## config.mk

```make
export PLATFORM = sky130hd
export DESIGN_NAME = msk_tk3_schedule
export DESIGN_NICKNAME = d
export VERILOG_FILES = /design/src/rtl/msk_skinny_pkg.sv /design/src/rtl/msk_tk3_cell_step.sv /design/src/rtl/msk_tk3_schedule.sv
export SDC_FILE = /design/constraint.sdc
export NUM_CORES = 1
export LEC_CHECK = 0
export ABC_AREA = 1
export BUFFER_PORTS_ARGS = -buffer_cell sky130_fd_sc_hd__buf_2
export CORE_ASPECT_RATIO = 0.8
export CORE_MARGIN = 8
export CORE_UTILIZATION = 30
export DETAILED_ROUTE_END_ITERATION = 10
export GPL_ROUTABILITY_DRIVEN = 0
export PLACE_DENSITY_LB_ADDON = 0.3
export SLEW_MARGIN = 20
export SYNTH_ARGS = -nofsm -noshare
export SYNTH_HDL_FRONTEND = slang
export SYNTH_SLANG_ARGS = --single-unit
```

## constraint.sdc

```tcl
create_clock -name clk -period 1.8 [get_ports clk]
set_clock_uncertainty 0.05 [all_clocks]
set_input_delay 0.18 -clock clk [delete_from_list [all_inputs] [get_ports clk]]
set_output_delay 0.18 -clock clk [all_outputs]
set_load 0.01 [all_outputs]
```

## src/rtl/msk_skinny_pkg.sv

```systemverilog
`default_nettype none
// ============================================================================
// Module   : msk_skinny_pkg
// Purpose  : Shared constants and types for the masked Skinny-128-384 TK3
//            tweakey schedule: the PT cell permutation and its inverse, the
//            default round count, the masked cell width helper and the FSM
//            state encoding.
// Ports    : none (package)
// Config   : MSK_TK3_INV_EN (used by the importing modules; PT_INV is only
//            referenced when the inverse schedule is built)
// Revision : 1.0 - initial release
// ============================================================================
package msk_skinny_pkg;

    // Round keys issued per load for Skinny-128-384 (40 for the "+" variant).
    localparam int NROUNDS_DEFAULT = 56;

    // Number of 8-bit cells in a tweakey word.
    localparam int NCELLS = 16;

    // Forward permutation: P[i] = S[PT[i]].
    localparam int PT [16] = '{9, 15, 8, 13, 10, 14, 12, 11,
                               0,  1, 2,  3,  4,  5,  6,  7};

    // Inverse permutation: S[j] = P[PT_INV[j]], i.e. PT_INV[PT[i]] = i.
    localparam int PT_INV [16] = '{8, 9, 10, 11, 12, 13, 14, 15,
                                   2, 0,  4,  7,  6,  3,  5,  1};

    // FSM encoding, kept as plain logic constants.
    typedef logic [1:0] fsm_state_t;
    localparam fsm_state_t ST_IDLE = 2'd0;
    localparam fsm_state_t ST_RUN  = 2'd1;
    localparam fsm_state_t ST_DONE = 2'd2;

    // Width of one masked cell: 8 bits, each carrying d shares.
    function automatic int cell_w(input int d);
        return 8 * d;
    endfunction

endpackage
`default_nettype wire

```

## src/rtl/msk_tk3_cell_step.sv

```systemverilog
`default_nettype none
// ============================================================================
// Module   : msk_tk3_cell_step
// Purpose  : One masked TK3 cell through the LFSR3 update. Purely linear, so
//            every share is processed independently with the same function;
//            no bit of share s ever depends on another share.
// Ports    : cell_in  - masked cell, bit i at [i*D +: D], shares contiguous
//            inv      - (MSK_TK3_INV_EN only) 1 selects inverse LFSR3
//            cell_out - updated masked cell, same layout
// Config   : MSK_TK3_INV_EN adds the inv port and the inverse LFSR3.
// Revision : 1.0 - initial release
// ============================================================================
module msk_tk3_cell_step
    import msk_skinny_pkg::*;
#(
    parameter int D = 2
)
(
    input  logic [8*D-1:0] cell_in,
`ifdef MSK_TK3_INV_EN
    input  logic           inv,
`endif
    output logic [8*D-1:0] cell_out
);

    localparam int CW = cell_w(D);

    genvar s, b;
    generate
        for (s = 0; s < D; s++) begin : g_share
            logic [7:0] w_bits;
            logic [7:0] w_fwd;
            logic [7:0] w_res;

            // Gather this share's 8 bits into an ordinary byte.
            for (b = 0; b < 8; b++) begin : g_gather
                assign w_bits[b] = cell_in[b*D + s];
            end

            // Forward LFSR3: b7' = b0 ^ b6, bi' = b(i+1).
            assign w_fwd = {w_bits[0] ^ w_bits[6], w_bits[7:1]};

`ifdef MSK_TK3_INV_EN
            logic [7:0] w_inv;
            // Inverse LFSR3: b0' = b7 ^ b5, bi' = b(i-1).
            assign w_inv = {w_bits[6:0], w_bits[7] ^ w_bits[5]};
            assign w_res = inv ? w_inv : w_fwd;
`else
            assign w_res = w_fwd;
`endif

            for (b = 0; b < 8; b++) begin : g_scatter
                assign cell_out[b*D + s] = w_res[b];
            end
        end
    endgenerate

    // Layout sanity: the flat cell width must equal the helper's width.
    logic w_unused_cw;
    assign w_unused_cw = (CW == 8*D);

endmodule
`default_nettype wire

```

## src/rtl/msk_tk3_schedule.sv

```systemverilog
`default_nettype none
// ============================================================================
// Module   : msk_tk3_schedule
// Purpose  : Masked TK3 tweakey schedule for masked Skinny-128-384 with D
//            shares in a bitsliced-per-bit layout. Holds the 16 masked TK3
//            cells; every consumed round key advances the state by the PT
//            cell permutation followed by LFSR3 on cells 0..7.
// Ports    : clk, rst_n   - clock, synchronous active-low reset
//            in_valid     - load request for tk3_in (accepted in IDLE/DONE)
//            in_ready     - high in IDLE or DONE
//            tk3_in       - masked TK3, cell j at [j*8*D +: 8*D],
//                           bit i of a cell at [i*D +: D]
//            out_valid    - round TK3 half valid (RUN)
//            out_ready    - round datapath consumed rtk_out
//            rtk_out      - cells 0..7 of the current state, same layout
//            rnd          - index of the round key currently on rtk_out
//            inv          - (MSK_TK3_INV_EN only) step backwards on handshake
//            done         - NROUNDS keys issued
// Config   : MSK_TK3_INV_EN adds the inv port and the inverse step.
// Revision : 1.0 - initial release
// ============================================================================
module msk_tk3_schedule
    import msk_skinny_pkg::*;
#(
    parameter int D       = 2,
    parameter int NROUNDS = NROUNDS_DEFAULT
)
(
    input  logic              clk,
    input  logic              rst_n,
    input  logic              in_valid,
    output logic              in_ready,
    input  logic [128*D-1:0]  tk3_in,
    output logic              out_valid,
    input  logic              out_ready,
    output logic [64*D-1:0]   rtk_out,
    output logic [5:0]        rnd,
`ifdef MSK_TK3_INV_EN
    input  logic              inv,
`endif
    output logic              done
);

    localparam int         CW       = cell_w(D);
    localparam logic [5:0] RND_LAST = 6'(NROUNDS - 1);

    fsm_state_t           r_fsm;
    logic [128*D-1:0]     r_state;
    logic [5:0]           r_rnd;

    logic [128*D-1:0]     w_perm;      // state after forward PT
    logic [64*D-1:0]      w_step_in;   // cells 0..7 fed to the LFSR units
    logic [64*D-1:0]      w_lfsr;      // cells 0..7 after (inverse) LFSR3
    logic [128*D-1:0]     w_fwd_next;
    logic [128*D-1:0]     w_next;

    // ------------------------------------------------------------------
    // Forward permutation P[i] = S[PT[i]] (pure wiring).
    // ------------------------------------------------------------------
    genvar i;
    generate
        for (i = 0; i < NCELLS; i++) begin : g_perm
            assign w_perm[i*CW +: CW] = r_state[PT[i]*CW +: CW];
        end
    endgenerate

    // ------------------------------------------------------------------
    // The eight LFSR units are shared by both directions: forward feeds
    // them the permuted cells, inverse feeds them the raw state cells
    // (inverse LFSR comes before the inverse permutation).
    // ------------------------------------------------------------------
`ifdef MSK_TK3_INV_EN
    assign w_step_in = inv ? r_state[64*D-1:0] : w_perm[64*D-1:0];
`else
    assign w_step_in = w_perm[64*D-1:0];
`endif

    generate
        for (i = 0; i < 8; i++) begin : g_cell
            msk_tk3_cell_step #(
                .D (D)
            ) u_step (
                .cell_in  (w_step_in[i*CW +: CW]),
`ifdef MSK_TK3_INV_EN
                .inv      (inv),
`endif
                .cell_out (w_lfsr[i*CW +: CW])
            );
        end
    endgenerate

    assign w_fwd_next = {w_perm[128*D-1:64*D], w_lfsr};

`ifdef MSK_TK3_INV_EN
    logic [128*D-1:0] w_mid;
    logic [128*D-1:0] w_inv_next;

    assign w_mid = {r_state[128*D-1:64*D], w_lfsr};

    // Undo the permutation: S'[PT[i]] = M[i]  <=>  S'[j] = M[PT_INV[j]].
    generate
        for (i = 0; i < NCELLS; i++) begin : g_iperm
            assign w_inv_next[i*CW +: CW] = w_mid[PT_INV[i]*CW +: CW];
        end
    endgenerate

    assign w_next = inv ? w_inv_next : w_fwd_next;
`else
    assign w_next = w_fwd_next;
`endif

    // ------------------------------------------------------------------
    // Control: load in IDLE/DONE, advance on each handshake in RUN.
    // ------------------------------------------------------------------
    always_ff @(posedge clk) begin
        if (!rst_n) begin
            r_fsm   <= ST_IDLE;
            r_state <= '0;
            r_rnd   <= '0;
        end else begin
            case (r_fsm)
                ST_IDLE, ST_DONE: begin
                    if (in_valid) begin
                        r_state <= tk3_in;
                        r_rnd   <= '0;
                        r_fsm   <= ST_RUN;
                    end
                end
                ST_RUN: begin
                    // out_valid is constantly high in RUN, so out_ready
                    // alone marks the handshake.
                    if (out_ready) begin
                        r_state <= w_next;
                        if (r_rnd == RND_LAST) begin
                            r_fsm <= ST_DONE;
                        end else begin
                            r_rnd <= r_rnd + 6'd1;
                        end
                    end
                end
                default: begin
                    r_fsm <= ST_IDLE;
                end
            endcase
        end
    end

    assign in_ready  = (r_fsm == ST_IDLE) || (r_fsm == ST_DONE);
    assign out_valid = (r_fsm == ST_RUN);
    assign done      = (r_fsm == ST_DONE);
    assign rnd       = r_rnd;
    assign rtk_out   = r_state[64*D-1:0];

endmodule
`default_nettype wire
```

* After elaboration in Yosys (flattened, before gate mapping)
Index checks and enable logic that the tools add are counted.
** Storage, ports and cells
- Input bits :: 260
- Register bits after elaboration :: 264
** Cells by class
- Equality and inequality tests :: 7
- Bitwise logic cells :: 16
- Mux-type cells :: 11
- Reductions and logical operators :: 7
- Add/subtract/negate cells :: 1
** Operator list (count)
- $mux 256 :: 2
- $pmux 256 s2 :: 1
- $mux 6 :: 3
- $xor 1x1->1 :: 16
- $pmux 6 s2 :: 1
- $add 6x1->6 const B :: 1
- $eq 6x6->1 const B :: 1
- $mux 2 :: 3
- $reduce_and 3->1 :: 2
- $ne 2x1->1 const B :: 2
- $ne 2x2->1 const B :: 2
- $pmux 2 s2 :: 1
- $reduce_and 4->1 :: 1
- $eq 2x1->1 const B :: 1
- $eq 2x2->1 const B :: 1
- $logic_not 2->1 :: 1
- $reduce_bool 2->1 :: 1
- $reduce_or 2->1 :: 1
- $logic_or 1x1->1 :: 1

* Logic depth before layout (Yosys ltp)
- Word-level depth :: 4
- Depth in mapped cells :: 10

* By module
Synthesis repeated with hierarchy kept, for this count alone.
** Unflattened totals
- Cell total of the unflattened synthesis :: 1820
- Area total of the unflattened synthesis :: 13117.6 µm²
** By module, submodules not included
- msk_tk3_schedule :: instances 1, seq. area each 5285.1 µm², area each 11976.5 µm², cells an instance 1628
- msk_tk3_cell_step :: instances 8, seq. area each 0.0 µm², area each 142.6 µm², cells an instance 24

* Worst setup path before layout
OpenSTA, ideal clock, no wires.
- Kind :: register -> register
- Start point :: register r_rnd[0], in the netlist rnd[0]
- End point :: register r_rnd[4], in the netlist rnd[4]
- Data required time :: 1.638 ns
- Stages on the path, launching flop included :: 11
- Path slack :: 0.382 ns
- Setup time :: 0.112 ns
- Data arrival time :: 1.256 ns
- Cell sequence :: dfxtp_1 ha_1 nand2_1 nor2_1 nand2_1 nand2_1 nand2_1 nand2_2 inv_2 nor2_1 nor2_1
** Between the ends
- Cells in the longest elaborated chain, start to end :: 4
** RTL lines
- start, declared :: line msk_tk3_schedule.sv:49 : logic [5:0] r_rnd;
- start signal, assigned :: line msk_tk3_schedule.sv:137 : r_rnd <= r_rnd + 6'd1;
- $add 6x1->6 :: line msk_tk3_schedule.sv:137
- $mux 6 :: line msk_tk3_schedule.sv:134 : if (r_rnd == RND_LAST) begin
- $mux 6 :: line msk_tk3_schedule.sv:132 : if (out_ready) begin
- $pmux 6 s2 :: line msk_tk3_schedule.sv:121 : case (r_fsm)
Several ways; a longest one is shown, not always the timed one. The select of a mux whose other input is x is not followed.
A chain may end at the register's enable or synchronous reset.

* Worst setup path after layout
- Start point :: register r_fsm[1]
- End point :: output port out_valid
** Between the ends
- Cells in the longest elaborated chain, start to end :: 1
** RTL lines
- start, declared :: line msk_tk3_schedule.sv:47 : fsm_state_t r_fsm;
- start signal, assigned :: line msk_tk3_schedule.sv:117 : r_fsm <= ST_IDLE;
- start signal, assigned :: line msk_tk3_schedule.sv:126 : r_fsm <= ST_RUN;
- start signal, assigned :: line msk_tk3_schedule.sv:135 : r_fsm <= ST_DONE;
- $eq 2x1->1 :: line msk_tk3_schedule.sv:149 : assign out_valid = (r_fsm == ST_RUN);
- end, declared :: line msk_tk3_schedule.sv:34 : output logic out_valid,
No other way between the ends.

==> impl_metrics.py <==
metrics = {
    "status": {
        "status": "complete, no violations",
    },
    "setup_path": {
        "regToRegEndpoint": "r_state[243]",
        "setup.worst_path.class": "reg -> out",
        "reg2reg_depth": 7,
        "startpoint_type": "register",
        "cp_max_fo": 28,
        "worstSetupEndpointType": "primary output",
        "r2r_slack_ns": 0.17,
        "endpoint": "out_valid",
        "r2r-start": "r_fsm[0]",
        "crit_arrival_ns": 1.47,
        "cp-startpoint": "r_fsm[1]",
        "required_ns": 1.57,
    },
    "sta": {
        "maxSlewViolCount": 0,
        "whs_ns": 0.152,
        "finalHoldViolations": 0,
        "max_freq_mhz": 589,
        "finalCritPeriodShare_pct": 94.3,
        "period_needed_ns": 1.70,
        "setup_tns_ns": 0,
        "rsz0062_at_grt": "false",
        "max-slew-margin-rel_pct": 56.9,
        "setup_violations": 0,
        "worst_pin_slew_ns": 0.640,
    },
    "logic_synthesis": {
        "seq_area_frac_synth_pct": 46.6,
        "synthDominantCellAreaShare_pct": 46.6,
        "synth_ff_type": "dfxtp_1",
        "avgSynthCellArea_um2": 7.48,
        "synth_top_area_cell": "dfxtp_1",
        "yosys_warnings": 0,
        "ys_seq_elements": 264,
        "syn_nets": 1776,
        "synthCells": 1515,
        "yosysUniqueCellTypes": 21,
        "synth_edf_count": 0,
        "synthTopCellsByArea": "dfxtp_1 47%, nand2_1 17%, a31oi_1 14%, o21ai_0 9.0%, o21ai_1 3.2%",
        "synth_area_um2": 11300,
        "synth-async-reset-ratio_pct": 0,
    },
    "clocking": {
        "cts.sink_count": 264,
        "tritoncts": "done",
        "htreeDepth": 1,
        "clkTransAtPathRegs_ns": 0.06,
        "cts_buffer_depth": 3,
        "root_buffer": "clkbuf_16",
        "cts_buffers": 28,
        "post_cts_buffers": 0,
        "clk_latency_ns": 0.55,
    },
    "detailed_routing": {
        "vias": 13400,
        "drt_iter0_drc": 1340,
        "via_per_inst": 5.12,
        "post_drt_wl_per_cell_um": 18.4,
        "drcViolationCount": 0,
        "routed_wl_mm": 48.4,
        "final_antenna_net_count": 0,
        "dr.pass1.iters": 6,
    },
    "die": {
        "initial_core_util_pct": 30.5,
        "fp-row-count": 63,
        "die_area_um2": 44300,
        "core_area_um2": 37100,
        "io_pins": 397,
        "die_w_um": 233,
        "die_h_um": 190,
    },
    "global_route": {
        "met3_usage_pct": 4.41,
        "grtUsageTotal_pct": 20.6,
        "globalRoute.busiestLayer": "met2",
        "grt_pass1_wl_mm": 74.0,
        "use_met1_pct": 27.8,
        "grt_pass1_vias": 13000,
        "grt_overflow": 0,
        "grt_antenna_before_repair": 7,
        "met2_usage_pct": 32.8,
        "grt_max_degree": 84,
    },
    "pwr": {
        "power_leakage_uw": 0.00756,
        "peakVddDrop_uv": 628,
        "power_density_nw_per_um2": 949,
    },
    "job": {
        "cap_viol_max_count": 0,
    },
    "cells_and_area": {
        "instances_no_fill": 2626,
        "areaGrowthSynthToFinish_pct": 52.3,
        "final_nets": 2372,
        "drive_gt1_share_pct": 23.4,
    },
    "placed_design": {
        "dp.cells": 2310,
        "hpwlAfterDp_mm": 33.7,
        "io_buffers": 396,
    },
    "min_path": {
        "hp-class": "in -> reg",
        "holdPathStages": 5,
    },
}
[flip-flops by register name, summed over array words and instances, names as in the netlist]
register,cells
r_state,256
rnd,6
r_fsm,2
[stage by stage]
| stage | util (%) | setup slack [ns] | power [µW] | area (µm²) |
|---|---|---|---|---|
| 6_report | 46.5 | 0.103 | 16400 | 17300 |
| 3_3_place_gp | 37.1 | 0.0694 | 10400 | 13800 |
| 4_1_cts | 46.4 | 0.0163 | 16500 | 17200 |
| 5_1_grt | 46.5 | 0.0137 | 17200 | 17300 |
| 3_5_place_dp | 37.1 | 0.0510 | 10500 | 13800 |
| 2_1_floorplan | - | 0.382 | 9000 | 11300 |
[final cells by class]
class	count	area, µm²
antenna	8	20.0
clock buffer	45	836
tap	487	609
clock inverter	5	25.0
timing repair buffer	708	5220
fill	3601	19900
inverter	12	71.3
multi-input combinational	1097	5200
sequential	264	5290
[synth_stat cells (2+ instances only)]
master	n
a21oi_1	19
buf_2	58
buf_6	28
o21ai_0	203
o21ai_1	73
nand2_1	514
dfxtp_1	264
inv_1	10
inv_2	2
nand2_2	2
nor2_1	14
clkbuf_1	56
nand3_1	9
a31oi_1	256
[report_power, final]
group	switching, µW	internal (µW)
Combinational	2040	1640
Sequential	617	6550
Clock	2390	3150
Total	5050	11300
[layer usage]
| layer | wire length, µm | share of wire [%] |
|---|---|---|
| met4 | 1420 | 2.9 |
| met5 | 0 | 0 |
| met2 | 21400 | 44 |
| met1 | 21300 | 44 |
| met3 | 4270 | 8.8 |
[kinds of logic (layout without fill, tap and decap cells)]
group / after synthesis / in the layout / synth area share [%]
fa+ha+maj: 1 / 1 / 0.110
buf+inv: 154 / 770 / 7.59
compound gates: 553 / 553 / 27.4
simple gates: 543 / 543 / 18.3
flops: 264 / 264 / 46.6
other cells: 0 / 8 / 0
[critical path, cell delays in order (launching register included)]
cell and delay [ns]:
dfxtp_1 0.31, inv_2 0.14, nand2_8 0.16, clkinv_16 0.15, buf_2 0.16
[placed cells by master (no fill, tap or decap), types with 2 or more instances in the layout]
cell type / instances
buf_6: 2
nand2_1: 514
clkinv_2: 5
buf_4: 34
dlygate4sd3_1: 258
clkbuf_16: 29
inv_2: 2
a21oi_1: 19
dfxtp_1: 263
clkbuf_1: 11
o21ai_0: 203
nor2_1: 14
nand3_1: 9
buf_12: 19
clkbuf_8: 5
a31oi_1: 256
diode_2: 8
inv_1: 9
o21ai_1: 73
buf_2: 395
[what timing repair did]
action,4_1_cts,5_1_grt
setup endpoints to repair,1,5
endpoints found under the hold margin,258,0
hold buffers,258,0
gates resized for setup,3,3
[worst min path at each step]
stage / startpoint / to
after floorplan: tk3_in[207] / r_state[207]
after global placement: tk3_in[216] / r_state[216]
after detailed placement: tk3_in[91] / r_state[91]
after CTS: out_ready / r_fsm[1]
after global routing: out_ready / r_fsm[1]
final: out_ready / r_fsm[1]
(Power assumes the default switching activity.)
